### config.mk
export PLATFORM = sky130hd
export DESIGN_NAME = if_stage
export DESIGN_NICKNAME = d
export VERILOG_FILES = /design/src/rtl/if_stage.sv
export SDC_FILE = /design/constraint.sdc
export NUM_CORES = 1
export LEC_CHECK = 0
export CORE_MARGIN = 1.5
export CORE_UTILIZATION = 54
export DETAILED_ROUTE_END_ITERATION = 16
export GPL_TIMING_DRIVEN = 0
export PLACE_DENSITY = 0.79
export SETUP_SLACK_MARGIN = 0.5
export SKIP_LAST_GASP = 1
export SLEW_MARGIN = 20
export SYNTH_ARGS = -nofsm -noshare
export SYNTH_HDL_FRONTEND = slang
export SYNTH_SLANG_ARGS = --single-unit
### constraint.sdc
create_clock -name clk -period 10.75 [get_ports clk]
set_input_delay 2.15 -clock clk [delete_from_list [all_inputs] [get_ports clk]]
set_output_delay 2.15 -clock clk [all_outputs]
set_load 0.05 [all_outputs]
### src/rtl/if_stage.sv
// Instruction-fetch stage: owns the fetch PC, issues in-order imem requests under a credit limit,
// buffers returned words with their PCs, and discards responses made stale by EX redirects.
module if_stage #(
    parameter logic [31:0] RESET_PC   = 32'h0000_0000,
    parameter int          FIFO_DEPTH = 2,
    parameter logic [31:0] NOP_INSTR  = 32'h0000_0013
) (
    input  logic        clk,
    input  logic        rst,
    output logic        imem_req,
    output logic [31:0] imem_addr,
    input  logic        imem_ready,
    input  logic        imem_rvalid,
    input  logic [31:0] imem_rdata,
    input  logic        redirect,
    input  logic [31:0] redirect_pc,
    input  logic        stall,
    output logic        if_valid,
    output logic [31:0] instruction,
    output logic [31:0] pc
);

    localparam int              CW       = $clog2(FIFO_DEPTH) + 1;
    localparam int              PW       = (FIFO_DEPTH > 1) ? $clog2(FIFO_DEPTH) : 1;
    localparam logic [CW:0]     DEPTH_W  = (CW + 1)'(FIFO_DEPTH);
    localparam logic [PW-1:0]   LAST_PTR = PW'(FIFO_DEPTH - 1);

    function automatic logic [PW-1:0] ptr_inc(input logic [PW-1:0] p);
        if (p == LAST_PTR) begin
            return '0;
        end
        return p + PW'(1);
    endfunction

    logic [31:0]   fetch_pc_q, fetch_pc_d;
    logic [CW-1:0] out_cnt_q, out_cnt_d;
    logic [CW-1:0] kill_cnt_q, kill_cnt_d;
    logic [CW-1:0] fifo_cnt_q, fifo_cnt_d;

    logic [31:0]   tag_q [FIFO_DEPTH];
    logic [31:0]   tag_d [FIFO_DEPTH];
    logic [PW-1:0] tag_wr_q, tag_wr_d;
    logic [PW-1:0] tag_rd_q, tag_rd_d;

    logic [31:0]   buf_pc_q    [FIFO_DEPTH];
    logic [31:0]   buf_pc_d    [FIFO_DEPTH];
    logic [31:0]   buf_instr_q [FIFO_DEPTH];
    logic [31:0]   buf_instr_d [FIFO_DEPTH];
    logic [PW-1:0] buf_wr_q, buf_wr_d;
    logic [PW-1:0] buf_rd_q, buf_rd_d;

    logic [CW:0]   in_use;
    logic          credit_ok;
    logic          accept;
    logic          rsp;
    logic          rsp_keep;
    logic          pop;
    logic          redirect_pc_unused;

    // Target is always word aligned; the low bits of the redirect target carry no information.
    assign redirect_pc_unused = ^redirect_pc[1:0];

    always_comb begin
        in_use    = {1'b0, out_cnt_q} + {1'b0, fifo_cnt_q};
        credit_ok = in_use < DEPTH_W;
        imem_req  = !rst && !redirect && credit_ok;
        accept    = imem_req && imem_ready;
        rsp       = imem_rvalid && (out_cnt_q != '0);
        rsp_keep  = rsp && (kill_cnt_q == '0) && !redirect;
        if_valid  = fifo_cnt_q != '0;
        pop       = if_valid && !stall && !redirect;
    end

    assign imem_addr   = fetch_pc_q;
    assign instruction = if_valid ? buf_instr_q[buf_rd_q] : NOP_INSTR;
    assign pc          = if_valid ? buf_pc_q[buf_rd_q] : 32'h0;

    always_comb begin
        fetch_pc_d = fetch_pc_q;
        if (redirect) begin
            fetch_pc_d = {redirect_pc[31:2], 2'b00};
        end else if (accept) begin
            fetch_pc_d = fetch_pc_q + 32'd4;
        end

        out_cnt_d = out_cnt_q + CW'(accept) - CW'(rsp);

        // Every request still outstanding after a redirect belongs to the abandoned path,
        // so the kill count becomes exactly what is left in flight (second redirect wins).
        kill_cnt_d = kill_cnt_q;
        if (redirect) begin
            kill_cnt_d = out_cnt_q - CW'(rsp);
        end else if (rsp && (kill_cnt_q != '0)) begin
            kill_cnt_d = kill_cnt_q - CW'(1);
        end
    end

    always_comb begin
        tag_d    = tag_q;
        tag_wr_d = tag_wr_q;
        tag_rd_d = tag_rd_q;
        if (accept) begin
            tag_d[tag_wr_q] = fetch_pc_q;
            tag_wr_d        = ptr_inc(tag_wr_q);
        end
        if (rsp) begin
            tag_rd_d = ptr_inc(tag_rd_q);
        end
    end

    always_comb begin
        buf_pc_d    = buf_pc_q;
        buf_instr_d = buf_instr_q;
        buf_wr_d    = buf_wr_q;
        buf_rd_d    = buf_rd_q;
        fifo_cnt_d  = fifo_cnt_q;
        if (redirect) begin
            buf_wr_d   = '0;
            buf_rd_d   = '0;
            fifo_cnt_d = '0;
        end else begin
            if (rsp_keep) begin
                buf_pc_d[buf_wr_q]    = tag_q[tag_rd_q];
                buf_instr_d[buf_wr_q] = imem_rdata;
                buf_wr_d              = ptr_inc(buf_wr_q);
            end
            if (pop) begin
                buf_rd_d = ptr_inc(buf_rd_q);
            end
            fifo_cnt_d = fifo_cnt_q + CW'(rsp_keep) - CW'(pop);
        end
    end

    always_ff @(posedge clk or posedge rst) begin
        if (rst) begin
            fetch_pc_q <= RESET_PC;
            out_cnt_q  <= '0;
            kill_cnt_q <= '0;
            fifo_cnt_q <= '0;
            tag_wr_q   <= '0;
            tag_rd_q   <= '0;
            buf_wr_q   <= '0;
            buf_rd_q   <= '0;
            for (int i = 0; i < FIFO_DEPTH; i++) begin
                tag_q[i]       <= '0;
                buf_pc_q[i]    <= '0;
                buf_instr_q[i] <= '0;
            end
        end else begin
            fetch_pc_q  <= fetch_pc_d;
            out_cnt_q   <= out_cnt_d;
            kill_cnt_q  <= kill_cnt_d;
            fifo_cnt_q  <= fifo_cnt_d;
            tag_wr_q    <= tag_wr_d;
            tag_rd_q    <= tag_rd_d;
            buf_wr_q    <= buf_wr_d;
            buf_rd_q    <= buf_rd_d;
            tag_q       <= tag_d;
            buf_pc_q    <= buf_pc_d;
            buf_instr_q <= buf_instr_d;
        end
    end

endmodule

==> flow_summary.html <==
<table>
<tr><th>Metric</th><th>Value</th></tr>
<tr><th colspan="2">Run status</th></tr>
<tr><td>Run status</td><td>finished clean</td></tr>
<tr><th colspan="2">Placement</th></tr>
<tr><td>Placement Setup Slack</td><td>4.49 ns</td></tr>
<tr><td>Post-DP HPWL</td><td>17.7 mm</td></tr>
<tr><td>Last weighted congestion value of the routability-driven placer</td><td>0.907</td></tr>
<tr><td>Total of buffers placed on input and output ports</td><td>161</td></tr>
<tr><td>Cell area after placement</td><td>12,300 µm²</td></tr>
<tr><th colspan="2">Floorplan</th></tr>
<tr><td>Number of placement rows</td><td>50</td></tr>
<tr><td>Area of the die</td><td>19,900 µm²</td></tr>
<tr><td>Height of the die</td><td>141 µm</td></tr>
<tr><td>Number of primary I/O pins</td><td>168</td></tr>
<tr><td>Area of the core</td><td>18,700 µm²</td></tr>
<tr><td>Die span in x</td><td>141 µm</td></tr>
<tr><td>Initial core utilization</td><td>0.551</td></tr>
<tr><th colspan="2">Yosys</th></tr>
<tr><td>Largest family of logic cells by synthesized area</td><td>multiplexers</td></tr>
<tr><td>Post-synthesis xor/xnor area fraction</td><td>0.00765</td></tr>
<tr><td>Portion of netlist area occupied by mux cells</td><td>0.218</td></tr>
<tr><td>Syn Area/Cell</td><td>11.2 µm²</td></tr>
<tr><td>Synth Area in Adders</td><td>0.0104</td></tr>
<tr><td>Simple-Gate Fraction of Synth Area</td><td>0.106</td></tr>
<tr><td>Synthesized netlist cell count</td><td>917</td></tr>
<tr><td>Cell type with the largest total area after synthesis</td><td>sky130_fd_sc_hd__dfrtp_1</td></tr>
<tr><td>Compound-gate portion of the synthesized area</td><td>0.0794</td></tr>
<tr><td>Yosys warning count</td><td>0</td></tr>
<tr><td>Leading post-synthesis cells by cell area</td><td>sky130_fd_sc_hd__dfrtp_1 (54%), sky130_fd_sc_hd__mux2_2 (13%), sky130_fd_sc_hd__mux2i_1 (9.0%)</td></tr>
<tr><td>Fraction of the yosys area taken by sequential cells</td><td>0.544</td></tr>
<tr><td>Most used DFF post-synth</td><td>sky130_fd_sc_hd__dfrtp_1</td></tr>
<tr><td>Cell area after synthesis</td><td>10,300 µm²</td></tr>
<tr><td>Fraction of post-synthesis cell area in the top cell type by area</td><td>0.544</td></tr>
<tr><td>Count of flip-flops with a built-in enable after synthesis</td><td>0</td></tr>
<tr><td>Distinct cell type count after synthesis</td><td>48</td></tr>
<tr><td>FF+latch count, synth</td><td>224</td></tr>
<tr><td>Dominant cell by count in the synthesized netlist</td><td>sky130_fd_sc_hd__dfrtp_1</td></tr>
<tr><td>Top cell types by occurrence after synthesis</td><td>sky130_fd_sc_hd__dfrtp_1 (224), sky130_fd_sc_hd__mux2_2 (117), sky130_fd_sc_hd__nor2_1 (106), sky130_fd_sc_hd__mux2i_1 (93), sky130_fd_sc_hd__nand2_1 (81)</td></tr>
<tr><td>Fraction of synthesis flops using an asynchronous set or reset pin</td><td>1.00</td></tr>
<tr><th colspan="2">STA</th></tr>
<tr><td>Final critical path time including I/O delays and setup</td><td>6.27 ns</td></tr>
<tr><td>Setup-violating endpoint count in the final report</td><td>0</td></tr>
<tr><td>Period Utilization, post-route</td><td>0.583</td></tr>
<tr><td>Clock tree skew after final layout</td><td>0.00768 ns</td></tr>
<tr><td>Slew Limit Headroom</td><td>0.373</td></tr>
<tr><td>RSZ-0062 raised after global routing</td><td>no</td></tr>
<tr><td>Highest attainable clock frequency</td><td>0.159 GHz</td></tr>
<tr><td>Hold violation total from the final report</td><td>0</td></tr>
<tr><td>Smallest setup slack after layout</td><td>4.48 ns</td></tr>
<tr><td>Slew @ Worst Pin</td><td>0.940 ns</td></tr>
<tr><td>Pins Over Slew Limit</td><td>0</td></tr>
<tr><th colspan="2">Drt</th></tr>
<tr><td>Wire length reported by the detailed router</td><td>25.6 mm</td></tr>
<tr><td>Antenna viol nets, final</td><td>0</td></tr>
<tr><td>Iteration count of the initial detailed-routing pass</td><td>5</td></tr>
<tr><td>Vias after detailed routing</td><td>7,768</td></tr>
<tr><td>Mean number of vias per cell</td><td>5.72</td></tr>
<tr><td>Number of DRC markers after the initial detailed-route iteration</td><td>482</td></tr>
<tr><td>Routed WL per cell</td><td>18.9 µm</td></tr>
<tr><td>Post-route DRC violation count</td><td>0</td></tr>
<tr><th colspan="2">Run</th></tr>
<tr><td>Max-cap violations</td><td>0</td></tr>
<tr><th colspan="2">CTS</th></tr>
<tr><td>TritonCTS clock tree</td><td>yes</td></tr>
<tr><td>Post-CTS Hold Buffers</td><td>0</td></tr>
<tr><td>H-tree levels</td><td>1</td></tr>
<tr><td>Register clock-pin slew on the reported worst setup and hold paths</td><td>0.06 ns</td></tr>
<tr><td>Clk Latency, worst-skew pair</td><td>0.51 ns</td></tr>
<tr><td># resized after CTS</td><td>0</td></tr>
<tr><td># Post-CTS Setup Buffers</td><td>0</td></tr>
<tr><td>Buffer levels on the longest clock path</td><td>3</td></tr>
<tr><td>Cts bufs inserted</td><td>23</td></tr>
<tr><td>Clock root buffer</td><td>sky130_fd_sc_hd__clkbuf_16</td></tr>
<tr><td>Number of clock sinks</td><td>224</td></tr>
<tr><th colspan="2">Setup path</th></tr>
<tr><td>Critical path launch point type</td><td>primary input</td></tr>
<tr><td>Critical path data arrival time</td><td>4.12 ns</td></tr>
<tr><td>Critical Setup Path Class</td><td>in -&gt; out</td></tr>
<tr><td>Critical Path Fanout Max</td><td>4</td></tr>
<tr><td>Element type at the critical path end</td><td>output port</td></tr>
<tr><td>Required arrival time at the worst endpoint</td><td>8.60 ns</td></tr>
<tr><th colspan="2">Global route</th></tr>
<tr><td>Global-route congestion overflow total</td><td>0</td></tr>
<tr><td>Wire length of the first global-routing pass</td><td>40.7 mm</td></tr>
<tr><td>Via count of the first global-routing pass</td><td>7,730</td></tr>
<tr><td>Total routing usage reported by global routing</td><td>0.258</td></tr>
<tr><td>Number of antenna violations at the first check in global routing</td><td>0</td></tr>
<tr><td>Maximum number of pins on one net before global-route repair</td><td>99</td></tr>
<tr><th colspan="2">Final layout</th></tr>
<tr><td>Final net count</td><td>1,186</td></tr>
<tr><td>Summed area of non-filler cells in the final layout</td><td>13,100 µm²</td></tr>
<tr><td>Layout cell share with drive strength beyond 1</td><td>0.173</td></tr>
<tr><td>Final antenna diode count</td><td>0</td></tr>
<tr><td>Area added between synthesis and finish</td><td>26.9%</td></tr>
<tr><th colspan="2">Power and ir drop</th></tr>
<tr><td>Leakage power figure</td><td>5.69 nW</td></tr>
<tr><td>Cell Int Power</td><td>2.28 mW</td></tr>
<tr><td>Worst IR Drop VDD</td><td>143 µV</td></tr>
<tr><td>Share of power burned in the clock network</td><td>0.234</td></tr>
<tr><td>Part of the total power dissipated in combinational logic</td><td>0.369</td></tr>
<tr><td>Fraction of power consumed by sequential logic</td><td>0.397</td></tr>
<tr><td>PD cells</td><td>273 nW/µm²</td></tr>
<tr><td>Switching power summed over all nets</td><td>1.29 mW</td></tr>
<tr><td>Switching power as a share of total power</td><td>0.362</td></tr>
<tr><td>Total power draw</td><td>3.57 mW</td></tr>
<tr><th colspan="2">Worst hold path</th></tr>
<tr><td>Type of the most critical hold path</td><td>reg -&gt; reg</td></tr>
</table>
-- flip-flops by register name (all words and copies together), names as in the netlist --
name and cells:
fifo_cnt_q 2, tag_q 60, buf_instr_q 64, tag_rd_q 1, tag_wr_q 1, kill_cnt_q 2
buf_pc_q 60, out_cnt_q 2, imem_addr 30, buf_wr_q 1, buf_rd_q 1
-- placed cells by master (no fill, tap or decap), drive strengths merged, types with 3 or more instances in the layout --
cell | Yosys | routed
nor4 | 6 | 6
dfrtp | 224 | 224
or3 | 3 | 3
nand3 | 13 | 13
a31oi | 6 | 6
and2 | 5 | 5
a221o | 5 | 5
nand2 | 82 | 82
nand4 | 12 | 12
bufinv | 0 | 3
buf | 37 | 39
a21oi | 36 | 36
and3 | 5 | 5
xnor2 | 5 | 5
conb | 1 | 4
ha | 7 | 7
a32oi | 3 | 3
nor2 | 106 | 106
mux2i | 93 | 93
nor3 | 6 | 6
clkinv | 0 | 6
clkdlybuf4s50 | 0 | 161
o211ai | 6 | 6
inv | 14 | 15
xor2 | 4 | 4
o311ai | 9 | 9
o21ai | 63 | 63
clkbuf | 30 | 62
mux2 | 117 | 117
-- critical path: stages --
cell and delay (ns):
sky130_fd_sc_hd__clkdlybuf4s50_1 0.59, sky130_fd_sc_hd__nor4_4 0.49, sky130_fd_sc_hd__clkdlybuf4s50_1 0.88
-- cells by family (layout without fill, tap and decap cells) --
family,Yosys count,after routing
adders and majority gates,8,8
and+or+nand+nor,246,246
muxes,210,210
other,1,4
buffers and inverters,81,286
xor gates and xnor gates,9,9
AOI/OAI and AO/OA,138,138
DFF,224,224
-- stage by stage --
step / hold slack (ns) / util / TNS, ns / instances
CTS: 0.483 / 0.700 / 0 / 1359
global placement: 0.460 / 0.654 / -69.54 / 1315
detailed placement: 0.470 / 0.657 / 0 / 1317
finish: 0.477 / 0.700 / 0 / 1359
floorplan: 0.449 / - / 0 / 920
global route: 0.507 / 0.700 / 0 / 1359
-- per-layer routing --
layer / track usage / routed length, µm / up-vias
met5: 0 / 0 / -
met4: 0.0658 / 350 / 0
met3: 0.0550 / 1900 / 26
met2: 0.437 / 12600 / 287
met1: 0.339 / 10800 / 3865
li1: - / - / 3590
-- path summary, 6_finish.rpt --
check | start | end | slack (ns) | depth (start not counted)
setup reg to reg | out_cnt_q[0]$_DFF_PP0_ | out_cnt_q[1]$_DFF_PP0_ | 7.61 | 13
max in group asynchronous | rst | buf_instr_q[7]$_DFFE_PP0P_ | 7.71 | 3
min in group asynchronous | rst | tag_q[31]$_DFFE_PP0P_ | 2.23 | 2
hold reg to reg | buf_pc_q[3]$_DFFE_PP0P_ | buf_pc_q[3]$_DFFE_PP0P_ | 0.48 | 2
hold / removal | buf_pc_q[3]$_DFFE_PP0P_ | buf_pc_q[3]$_DFFE_PP0P_ | 0.48 | 2
setup / recovery | rst | imem_req | 4.48 | 3
-- cell type report --
type                    instances  area (µm²)
inverters                      14        60.1
flip-flops and latches        224        5610
well taps                     234         293
clock buffers                  32         669
multi-input cells             615        4360
fillers                      1384        5620
plain buffers                  67         299
clock inverters                10         129
repair buffers                163        1670
-- power groups by stage --
stage | combinational (mW) | sequential (mW) | clock (mW)
global route | 1.42 | 1.46 | 0.877
global placement | 1.28 | 1.40 | 0
finish | 1.32 | 1.42 | 0.834
CTS | 1.33 | 1.41 | 0.848
floorplan | 0.920 | 1.42 | 0
detailed placement | 1.32 | 1.42 | 0
No activity file was read; power rests on OpenSTA's default activity.
